--- config.mk ---
export PLATFORM = sky130hd
export DESIGN_NAME = stream_dest_router_flat
export DESIGN_NICKNAME = d
export VERILOG_FILES = /design/src/rtl/stream_pkg.sv /design/src/rtl/stream_dest_router_if.sv /design/src/rtl/stream_reg_slice.sv /design/src/rtl/stream_dest_router.sv /design/src/flat_wrapper.sv
export SDC_FILE = /design/constraint.sdc
export NUM_CORES = 1
export LEC_CHECK = 0
export ABC_AREA = 1
export BUFFER_PORTS_ARGS = -buffer_cell sky130_fd_sc_hd__buf_2
export CORE_UTILIZATION = 45
export CTS_CLUSTER_SIZE = 28
export DETAILED_ROUTE_END_ITERATION = 12
export HOLD_SLACK_MARGIN = 0.03
export PLACE_DENSITY = 0.77
export SLEW_MARGIN = 30
export SYNTH_ARGS = -nofsm -noshare
export SYNTH_HDL_FRONTEND = slang
export SYNTH_SLANG_ARGS = --single-unit
--- constraint.sdc ---
create_clock -name clk -period 3.5 [get_ports clk]
set_clock_uncertainty 0.05 [all_clocks]
set_input_delay 0.35 -clock clk [delete_from_list [all_inputs] [get_ports clk]]
set_output_delay 0.35 -clock clk [all_outputs]
set_load 0.01 [all_outputs]
--- src/rtl/stream_pkg.sv ---
// ---------------------------------------------------------------------------
// stream_pkg
// Shared definitions for the stream destination router:
//   - DATA_W    : payload byte width
//   - dest_e    : destination select codes driven on m_sel
//   - state_e   : router FSM states
//   - dest_is_valid() : classifies a header byte as routable or not
// ---------------------------------------------------------------------------
package stream_pkg;

  localparam int DATA_W = 8;

  typedef enum logic [2:0] {
    DEST_NONE = 3'd0,
    DEST_M1   = 3'd1,
    DEST_M2   = 3'd2,
    DEST_S1   = 3'd3,
    DEST_S2   = 3'd4,
    DEST_S3   = 3'd5
  } dest_e;

  typedef enum logic [1:0] {
    ST_IDLE = 2'd0,
    ST_FWD  = 2'd1,
    ST_DROP = 2'd2
  } state_e;

  // The whole header byte is the code: only 1..5 name an endpoint, every
  // other value (0, 6, 7 and anything above) is treated as undeliverable.
  function automatic logic dest_is_valid(input logic [DATA_W-1:0] code);
    return (code >= 8'd1) && (code <= 8'd5);
  endfunction

endpackage

--- src/rtl/stream_dest_router_if.sv ---
// ---------------------------------------------------------------------------
// stream_dest_router_if
// Bundles the upstream byte stream (s_*) and the downstream stream towards
// the endpoint mux (m_*, m_sel).
//   master : view of the router (drives s_tready and all m_* outputs)
//   slave  : view of the surrounding environment (source + mux)
// ---------------------------------------------------------------------------
interface stream_dest_router_if;
  import stream_pkg::*;

  logic [DATA_W-1:0] s_tdata;
  logic              s_tvalid;
  logic              s_tlast;
  logic              s_tready;
  logic [2:0]        m_sel;
  logic [DATA_W-1:0] m_tdata;
  logic              m_tvalid;
  logic              m_tlast;
  logic              m_tready;

  modport master (
    input  s_tdata, s_tvalid, s_tlast, m_tready,
    output s_tready, m_sel, m_tdata, m_tvalid, m_tlast
  );

  modport slave (
    output s_tdata, s_tvalid, s_tlast, m_tready,
    input  s_tready, m_sel, m_tdata, m_tvalid, m_tlast
  );

endinterface

--- src/rtl/stream_reg_slice.sv ---
// ---------------------------------------------------------------------------
// stream_reg_slice
// One-entry valid/ready register for a byte + last flag. Accepts a new beat
// whenever it is empty or its current beat leaves in the same cycle, so a
// continuous stream passes at one beat per cycle with one cycle of latency.
// Ports:
//   clk, rst_n            : clock, async active-low reset
//   in_data/in_last       : incoming beat
//   in_valid/in_ready     : input handshake
//   out_data/out_last     : registered beat
//   out_valid/out_ready   : output handshake
// ---------------------------------------------------------------------------
module stream_reg_slice
  import stream_pkg::*;
(
  input  logic              clk,
  input  logic              rst_n,
  input  logic [DATA_W-1:0] in_data,
  input  logic              in_last,
  input  logic              in_valid,
  output logic              in_ready,
  output logic [DATA_W-1:0] out_data,
  output logic              out_last,
  output logic              out_valid,
  input  logic              out_ready
);

  logic [DATA_W-1:0] data_q, data_d;
  logic              last_q, last_d;
  logic              valid_q, valid_d;

  assign in_ready  = !valid_q || out_ready;
  assign out_data  = data_q;
  assign out_last  = last_q;
  assign out_valid = valid_q;

  // Next-state for the holding register: load, drain, or hold.
  always_comb begin
    data_d  = data_q;
    last_d  = last_q;
    valid_d = valid_q;
    if (in_valid && in_ready) begin
      data_d  = in_data;
      last_d  = in_last;
      valid_d = 1'b1;
    end else if (out_ready) begin
      // Data/last are left as-is; only valid drops once the beat is taken.
      valid_d = 1'b0;
    end else begin
      valid_d = valid_q;
    end
  end

  // Holding register state.
  always_ff @(posedge clk or negedge rst_n) begin
    if (!rst_n) begin
      data_q  <= '0;
      last_q  <= 1'b0;
      valid_q <= 1'b0;
    end else begin
      data_q  <= data_d;
      last_q  <= last_d;
      valid_q <= valid_d;
    end
  end

endmodule

--- src/rtl/stream_dest_router.sv ---
// ---------------------------------------------------------------------------
// stream_dest_router
// Strips the header byte of each packet and forwards the payload to the
// endpoint named by that header (via m_sel). Packets with an unknown code
// are swallowed and counted; header-only packets to a valid code are
// silently discarded.
// Ports:
//   clk, rst_n : clock, async active-low reset
//   bus        : stream_dest_router_if.master (s_* upstream, m_* downstream)
//   drop_cnt   : saturating count of packets with an invalid destination
//   busy       : high while a packet is in progress or a beat is pending
// Parameters:
//   CNT_W      : width of drop_cnt
// ---------------------------------------------------------------------------
module stream_dest_router
  import stream_pkg::*;
#(
  parameter int CNT_W = 8
) (
  input  logic                  clk,
  input  logic                  rst_n,
  stream_dest_router_if.master  bus,
  output logic [CNT_W-1:0]      drop_cnt,
  output logic                  busy
);

  localparam logic [CNT_W-1:0] CNT_MAX = {CNT_W{1'b1}};
  localparam logic [CNT_W-1:0] CNT_ONE = {{(CNT_W-1){1'b0}}, 1'b1};

  state_e            state_q, state_d;
  logic [2:0]        sel_q, sel_d;
  logic [CNT_W-1:0]  cnt_q, cnt_d;

  logic              s_tready_s;
  logic              slice_in_valid_s;
  logic              slice_in_ready_s;
  logic [DATA_W-1:0] m_tdata_s;
  logic              m_tvalid_s;
  logic              m_tlast_s;
  logic              out_done_s;

  stream_reg_slice u_slice (
    .clk       (clk),
    .rst_n     (rst_n),
    .in_data   (bus.s_tdata),
    .in_last   (bus.s_tlast),
    .in_valid  (slice_in_valid_s),
    .in_ready  (slice_in_ready_s),
    .out_data  (m_tdata_s),
    .out_last  (m_tlast_s),
    .out_valid (m_tvalid_s),
    .out_ready (bus.m_tready)
  );

  assign out_done_s   = m_tvalid_s && bus.m_tready && m_tlast_s;

  assign bus.s_tready = s_tready_s;
  assign bus.m_sel    = sel_q;
  assign bus.m_tdata  = m_tdata_s;
  assign bus.m_tvalid = m_tvalid_s;
  assign bus.m_tlast  = m_tlast_s;
  assign drop_cnt     = cnt_q;
  assign busy         = (state_q != ST_IDLE) || m_tvalid_s;

  // FSM next-state, upstream ready, destination select and drop counter.
  always_comb begin
    state_d          = state_q;
    cnt_d            = cnt_q;
    s_tready_s       = 1'b0;
    slice_in_valid_s = 1'b0;

    // The select is released once the final beat of a packet leaves; a new
    // header can only be taken after that, so the two never collide.
    if (out_done_s) begin
      sel_d = DEST_NONE;
    end else begin
      sel_d = sel_q;
    end

    case (state_q)
      ST_IDLE: begin
        // Waiting for the previous packet's tail keeps m_sel from changing
        // under a beat that is still in the output register.
        s_tready_s = !m_tvalid_s;
        if (bus.s_tvalid && s_tready_s) begin
          if (dest_is_valid(bus.s_tdata)) begin
            if (!bus.s_tlast) begin
              sel_d   = bus.s_tdata[2:0];
              state_d = ST_FWD;
            end else begin
              state_d = ST_IDLE;
            end
          end else begin
            cnt_d   = (cnt_q == CNT_MAX) ? cnt_q : cnt_q + CNT_ONE;
            state_d = bus.s_tlast ? ST_IDLE : ST_DROP;
          end
        end else begin
          state_d = ST_IDLE;
        end
      end

      ST_FWD: begin
        s_tready_s       = slice_in_ready_s;
        slice_in_valid_s = bus.s_tvalid;
        if (bus.s_tvalid && slice_in_ready_s && bus.s_tlast) begin
          state_d = ST_IDLE;
        end else begin
          state_d = ST_FWD;
        end
      end

      ST_DROP: begin
        s_tready_s = 1'b1;
        if (bus.s_tvalid && bus.s_tlast) begin
          state_d = ST_IDLE;
        end else begin
          state_d = ST_DROP;
        end
      end

      default: begin
        state_d = ST_IDLE;
      end
    endcase
  end

  // FSM state, destination select and drop counter registers.
  always_ff @(posedge clk or negedge rst_n) begin
    if (!rst_n) begin
      state_q <= ST_IDLE;
      sel_q   <= DEST_NONE;
      cnt_q   <= '0;
    end else begin
      state_q <= state_d;
      sel_q   <= sel_d;
      cnt_q   <= cnt_d;
    end
  end

endmodule

--- src/flat_wrapper.sv ---
// flat-port wrapper written by rule: the top's interface ports become plain ports
module stream_dest_router_flat import stream_pkg::*;
#(
  parameter int CNT_W = 8
)
  (clk, rst_n, drop_cnt, busy, bus_s_tdata, bus_s_tvalid, bus_s_tlast, bus_m_tready, bus_s_tready, bus_m_sel, bus_m_tdata, bus_m_tvalid, bus_m_tlast);
  stream_dest_router_if bus_i ();
  input  logic clk;
  input  logic rst_n;
  output logic [CNT_W-1:0] drop_cnt;
  output logic busy;
  input wire logic [$bits(bus_i.s_tdata)-1:0] bus_s_tdata;
  input wire logic [$bits(bus_i.s_tvalid)-1:0] bus_s_tvalid;
  input wire logic [$bits(bus_i.s_tlast)-1:0] bus_s_tlast;
  input wire logic [$bits(bus_i.m_tready)-1:0] bus_m_tready;
  output wire logic [$bits(bus_i.s_tready)-1:0] bus_s_tready;
  output wire logic [$bits(bus_i.m_sel)-1:0] bus_m_sel;
  output wire logic [$bits(bus_i.m_tdata)-1:0] bus_m_tdata;
  output wire logic [$bits(bus_i.m_tvalid)-1:0] bus_m_tvalid;
  output wire logic [$bits(bus_i.m_tlast)-1:0] bus_m_tlast;
  assign bus_i.s_tdata = bus_s_tdata;
  assign bus_i.s_tvalid = bus_s_tvalid;
  assign bus_i.s_tlast = bus_s_tlast;
  assign bus_i.m_tready = bus_m_tready;
  assign bus_s_tready = bus_i.s_tready;
  assign bus_m_sel = bus_i.m_sel;
  assign bus_m_tdata = bus_i.m_tdata;
  assign bus_m_tvalid = bus_i.m_tvalid;
  assign bus_m_tlast = bus_i.m_tlast;
  stream_dest_router #(.CNT_W(CNT_W)) u_core (.clk(clk), .rst_n(rst_n), .bus(bus_i), .drop_cnt(drop_cnt), .busy(busy));
endmodule
After elaboration in Yosys (flattened, before gate mapping)

Cells that the tools add are included.
W data, S select, Z words.

Add/sub/neg operators: 1
Order comparisons: 2
Equality and inequality tests: 3
Mux-type cells: 16
Bitwise logic cells: 2
Reduce and logical (&&, ||, !) cells: 15

Operators with widths:

| operator              | number |
|---|---|
| $mux W3               | 5 |
| $add A8 B1 Y8 const B | 1 |
| $eq A8 B8 Y1 const B  | 1 |
| $ge A8 B1 Y1 const B  | 1 |
| $le A8 B3 Y1 const B  | 1 |
| $logic_and A1 B1 Y1   | 8 |
| $mux W2               | 4 |
| $pmux W2 S3           | 1 |
| $mux W1               | 5 |
| $reduce_and A4 Y1     | 1 |
| $reduce_bool A2 Y1    | 2 |
| $pmux W1 S3           | 1 |
| $eq A2 B1 Y1 const B  | 1 |
| $eq A2 B2 Y1 const B  | 1 |
| $logic_not A2 Y1      | 1 |
| $logic_or A1 B1 Y1    | 2 |
| $not A1 Y1            | 2 |
| $logic_not A1 Y1      | 1 |

Register bits: 23
Input port bits: 13
Output and inout port bits: 23
Word-level logic and storage cells: 45

Longest topological paths before layout

Word-level depth: 7
Gate-level depth with buffers: 8

Modules after synthesis

A second synthesis with hierarchy kept.

Cell total of the unflattened synthesis: 167
Area total of the unflattened synthesis: 1342.5 µm²

By module, submodules not included:

| module             | times used | cells each | area each (µm²) | seq. area each (µm²) |
|---|---|---|---|---|
| stream_dest_router | 1          | 124        | 878.3           | 325.3 |
| stream_reg_slice   | 1          | 43         | 464.2           | 250.2 |

Least setup slack after synthesis

OpenSTA, ideal clock, no wires.

Kind: register -> register
Start: register u_core.cnt_q[0] (netlist: u_core.drop_cnt[0])
End: register u_core.cnt_q[5] (netlist: u_core.drop_cnt[5])
Library setup time: 0.065 ns
Data arrival time: 1.267 ns
Required time: 3.385 ns
Setup slack: 2.118 ns
Cell stages (with the launch flop): 9
Buffers on the path: 0
Period minus slack after synthesis: 1.382 ns
Cell sequence: dfrtp_1 ha_1 nand3_1 inv_2 nand2_2 inv_2 nor2_1 nand3_1 nand2_1

Cells in the longest elaborated chain, start to end: 3

Ends and longest elaborated chain:

| what                                                  | RTL line                  | RTL |
|---|---|---|
| start: declaration                                    | stream_dest_router.sv:32  | `logic [CNT_W-1:0] cnt_q, cnt_d;` |
| start signal: assignment                              | stream_dest_router.sv:136 | `cnt_q <= cnt_d;` |
| branches (longest 3 deep; another with $add A8 B1 Y8) | --                        |  |

Several ways; the timed one is not identified.
A chain may end at the register's enable or synchronous reset.

Worst setup path after layout

Start: register u_core.u_slice.valid_q (netlist: u_core.u_slice.out_valid)
End: output port bus_s_tready

Cells in the longest elaborated chain, start to end: 3

Ends and longest elaborated chain:

| what                     | RTL line                                         | RTL |
|---|---|---|
| start: declaration       | stream_reg_slice.sv:30                           | `logic valid_q, valid_d;` |
| start signal: assignment | stream_reg_slice.sv:63                           | `valid_q <= valid_d;` |
| $logic_not A1 Y1 (*)     | stream_reg_slice.sv:32, stream_dest_router.sv:84 |  |
| $logic_or A1 B1 Y1       | stream_reg_slice.sv:32                           | `assign in_ready = !valid_q \|\| out_ready;` |
| $pmux W1 S3 (*)          | stream_dest_router.sv:80                         | `case (state_q)` |
| end: declaration         | flat_wrapper.sv:16                               | `output wire logic [$bits(bus_i.s_tready)-1:0] bus_s_tready;` |

Mark *: on every way between the ends. The rest lies on a longest branch, timed or not.

==> run summary <==
Status -> complete, no violations
Critical path startpoint category -> register
Global-route wire length before repair -> 4.60 mm
Min-delay worst type -> input port to register
Largest net degree at the start of global routing -> 24
Filler cell count -> 280
Post-synthesis mux area share -> 0%
Rows -> 19
Slowest stage cell on the critical path -> dfrtp_1
Placed Cells -> 228
Pwr/cell area -> 450 nW/um^2
Fin cells -> 233
Max Cap Viol -> 0
Hold_buf cts -> 1
Antenna-violating nets left -> 0
Num CTS Buffers -> 3
Hold EP -> u_core.u_slice.out_data[7]$_DFFE_PN0P_
Count of pins over their slew limit -> 0
Critical R2R Capture -> u_core.drop_cnt[5]$_DFFE_PN0P_
Total grt overflow -> 0
Area of the mapped netlist -> 1310 um^2
Period utilization -> 46.1%
Post-synth top area share -> 43.9%
Die area -> 3130 um^2
Syn Area/Cell -> 8.04 um^2
Worst-Skew Late Latency -> 0.30 ns
Vias -> 1,111
Largest family of logic cells by synthesized area -> simple AND/OR/NAND/NOR gates
Hold_sp -> bus_s_tdata[7]
WL final -> 2.46 mm
Kind of critical path -> register to primary output
1st-pass router iterations -> 4
Critical Path Fanout Max -> 3
Fmax -> 0.620 GHz
Post-synth net total -> 177
Relative slew slack -> 67.4%
DP Wirelength -> 1.89 mm
Area Growth Syn to Fin -> 18.2%
Port Buffer Count -> 35
Post-route minimum period -> 1.61 ns
Root Buffer -> clkbuf_4
Worst reg2reg path startpoint -> u_core.drop_cnt[0]$_DFFE_PN0P_
Total GRT Usage -> 18.4%
Via-to-Cell Ratio -> 4.77
Fin. Hold Viols -> 0
Core area -> 2760 um^2
Synth Area in Adders -> 0.954%
Die W -> 56.0 um
Worst Path Required -> 3.10 ns
Share of cells above drive strength 1 -> 34.7%
Synthesis Warnings -> 0
Final worst slack -> 1.89 ns
Post-CTS Setup Bufs -> 0
XOR/XNOR share of the synthesized area -> 0.668%
Pre-CTS setup slack -> 2.07 ns
Cell Chain, Critical Path -> inv_2, nor2_1, inv_2, nand2_1, nand2_1, buf_2
Arrival @ worst endpoint -> 1.21 ns
Post-CTS sizing -> 0
CTS tree -> done
Largest area contributor in the netlist -> dfrtp_1
Dominant cells by area after synthesis -> dfrtp_1, nand2_1, o21ai_2
Compound-gate portion of the synthesized area -> 10.4%
Hold WS -> 0.241 ns
GPL Wtd Cong -> 0.872
Final setup violation count -> 0
Initial antenna violation count -> 0
Seq/Total Area, Yosys -> 43.9%
Library cells used by synthesis -> 21
Ports -> 36
Leak -> 0.893 nW
# nets final -> 217
Cell family with most CP delay -> flip-flops
WL/cell -> 10.5 um
Buffers and inverters on the worst path -> 3
DRT iter0 DRCs -> 25
TNS Setup -> 0 ns
Die height -> 56.0 um
Crit. End Element -> primary output
FF-to-FF setup slack -> 2.04 ns
Initial Util -> 47.5%
Worst-Margin Slew -> 0.489 ns
Reg area -> 576 um^2
Fin util -> 56.2%
H-tree levels -> 1
Multi-input gate area -> 634 um^2
#FFs+latches synth -> 23
Cell depth of the worst flop-to-flop path -> 8
Hold Crit Depth -> 3
Simple-Gate Fraction of Synth Area -> 36.4%
Worst vdd ir -> 0.407 mV
Max Root-Sink Buffers -> 2
Crit-path max cell delay -> 0.39 ns
Worst-path clk slew -> 0.12 ns
Residual DRC -> 0
Clk sinks -> 23
Cells after Synth -> 163
RSZ-0062 raised after global routing -> false
Antenna diodes -> 0
Vias in the first global route -> 1,112
kinds of logic after synthesis:
kind of cell	Yosys count
AO/OA/AOI/OAI	17
buffers and inverters	25
XOR/XNOR	1
flip-flops	23
AND/OR/NAND/NOR	96
adder cells (fa/ha/maj)	1
tightest hold or removal path, stage by stage:
cell     delay (ns)
buf_2          0.10
inv_1          0.06
o21ai_2        0.05
report_power, final:
part	switching (mW)	internal (mW)
combinational	0.130	0.0920
clock	0.0740	0.0444
sequential	0.0470	0.311
total	0.251	0.447
metrics by stage:
| stage | area, um^2 | power (mW) |
|---|---|---|
| after floorplan | 1310 | 0.500 |
| after global placement | 1510 | 0.584 |
| after detailed placement | 1510 | 0.587 |
| after CTS | 1550 | 0.705 |
| after global routing | 1550 | 0.759 |
| final | 1550 | 0.698 |
registers in the layout, indices dropped and copies added, names as in the netlist:
register                  flops
u_core.bus.m_sel              3
u_core.u_slice.out_last       1
u_core.drop_cnt               8
u_core.u_slice.out_valid      1
u_core.state_q                2
u_core.u_slice.out_data       8
layer usage:
| metal | global-route usage, % | part of all wire, % |
|---|---|---|
| met1 | 23.9 | 47 |
| met4 | 4.88 | 0.77 |
| met3 | 4.42 | 3.6 |
| met5 | 0 | 0 |
| met2 | 31.0 | 48 |
synthesized netlist by cell type, drive strengths merged:
master / n
a21oi: 1
a21boi: 1
nand3: 12
xor2: 1
nor3: 1
nand2: 64
buf: 1
ha: 1
nand3b: 2
inv: 24
dfrtp: 23
nand4: 5
o21ai: 15
nor2: 12
cell usage in the layout (no fill, tap or decap), types with 3 or more instances in the layout:
| master | netlist | routed |
|---|---|---|
| o21ai_2 | 12 | 12 |
| inv_1 | 16 | 16 |
| nor2_1 | 8 | 8 |
| nand4_1 | 5 | 5 |
| buf_2 | 0 | 35 |
| inv_2 | 8 | 8 |
| dfrtp_1 | 23 | 23 |
| nand2_1 | 60 | 60 |
| clkbuf_4 | 0 | 3 |
| nand3_1 | 10 | 10 |
| nor2_2 | 3 | 3 |
| o21ai_0 | 3 | 3 |
final cells by class:
| cell class | count | share of cell area (%) |
|---|---|---|
| Sequential cell | 23 | 37.1 |
| Inverter | 24 | 5.81 |
| Multi-Input combinational cell | 115 | 40.9 |
| Clock buffer | 4 | 1.69 |
| Timing Repair Buffer | 36 | 11.9 |
| Tap cell | 31 | 2.50 |
how the worst max path moves through the flow:
stage	startpoint	endpoint	slack [ns]	cells past startpoint
final	u_core.u_slice.out_valid$_DFFE_PN0P_	bus_s_tready	1.89	6
after global routing	u_core.u_slice.out_valid$_DFFE_PN0P_	bus_s_tready	1.73	6
after CTS	u_core.u_slice.out_valid$_DFFE_PN0P_	bus_s_tready	1.86	6
after detailed placement	u_core.drop_cnt[0]$_DFFE_PN0P_	u_core.drop_cnt[6]$_DFFE_PN0P_	2.07	8
after global placement	u_core.drop_cnt[0]$_DFFE_PN0P_	u_core.drop_cnt[6]$_DFFE_PN0P_	2.10	8
after floorplan	u_core.drop_cnt[0]$_DFFE_PN0P_	u_core.drop_cnt[5]$_DFFE_PN0P_	2.12	8
Power figures use the tool's default switching activity.
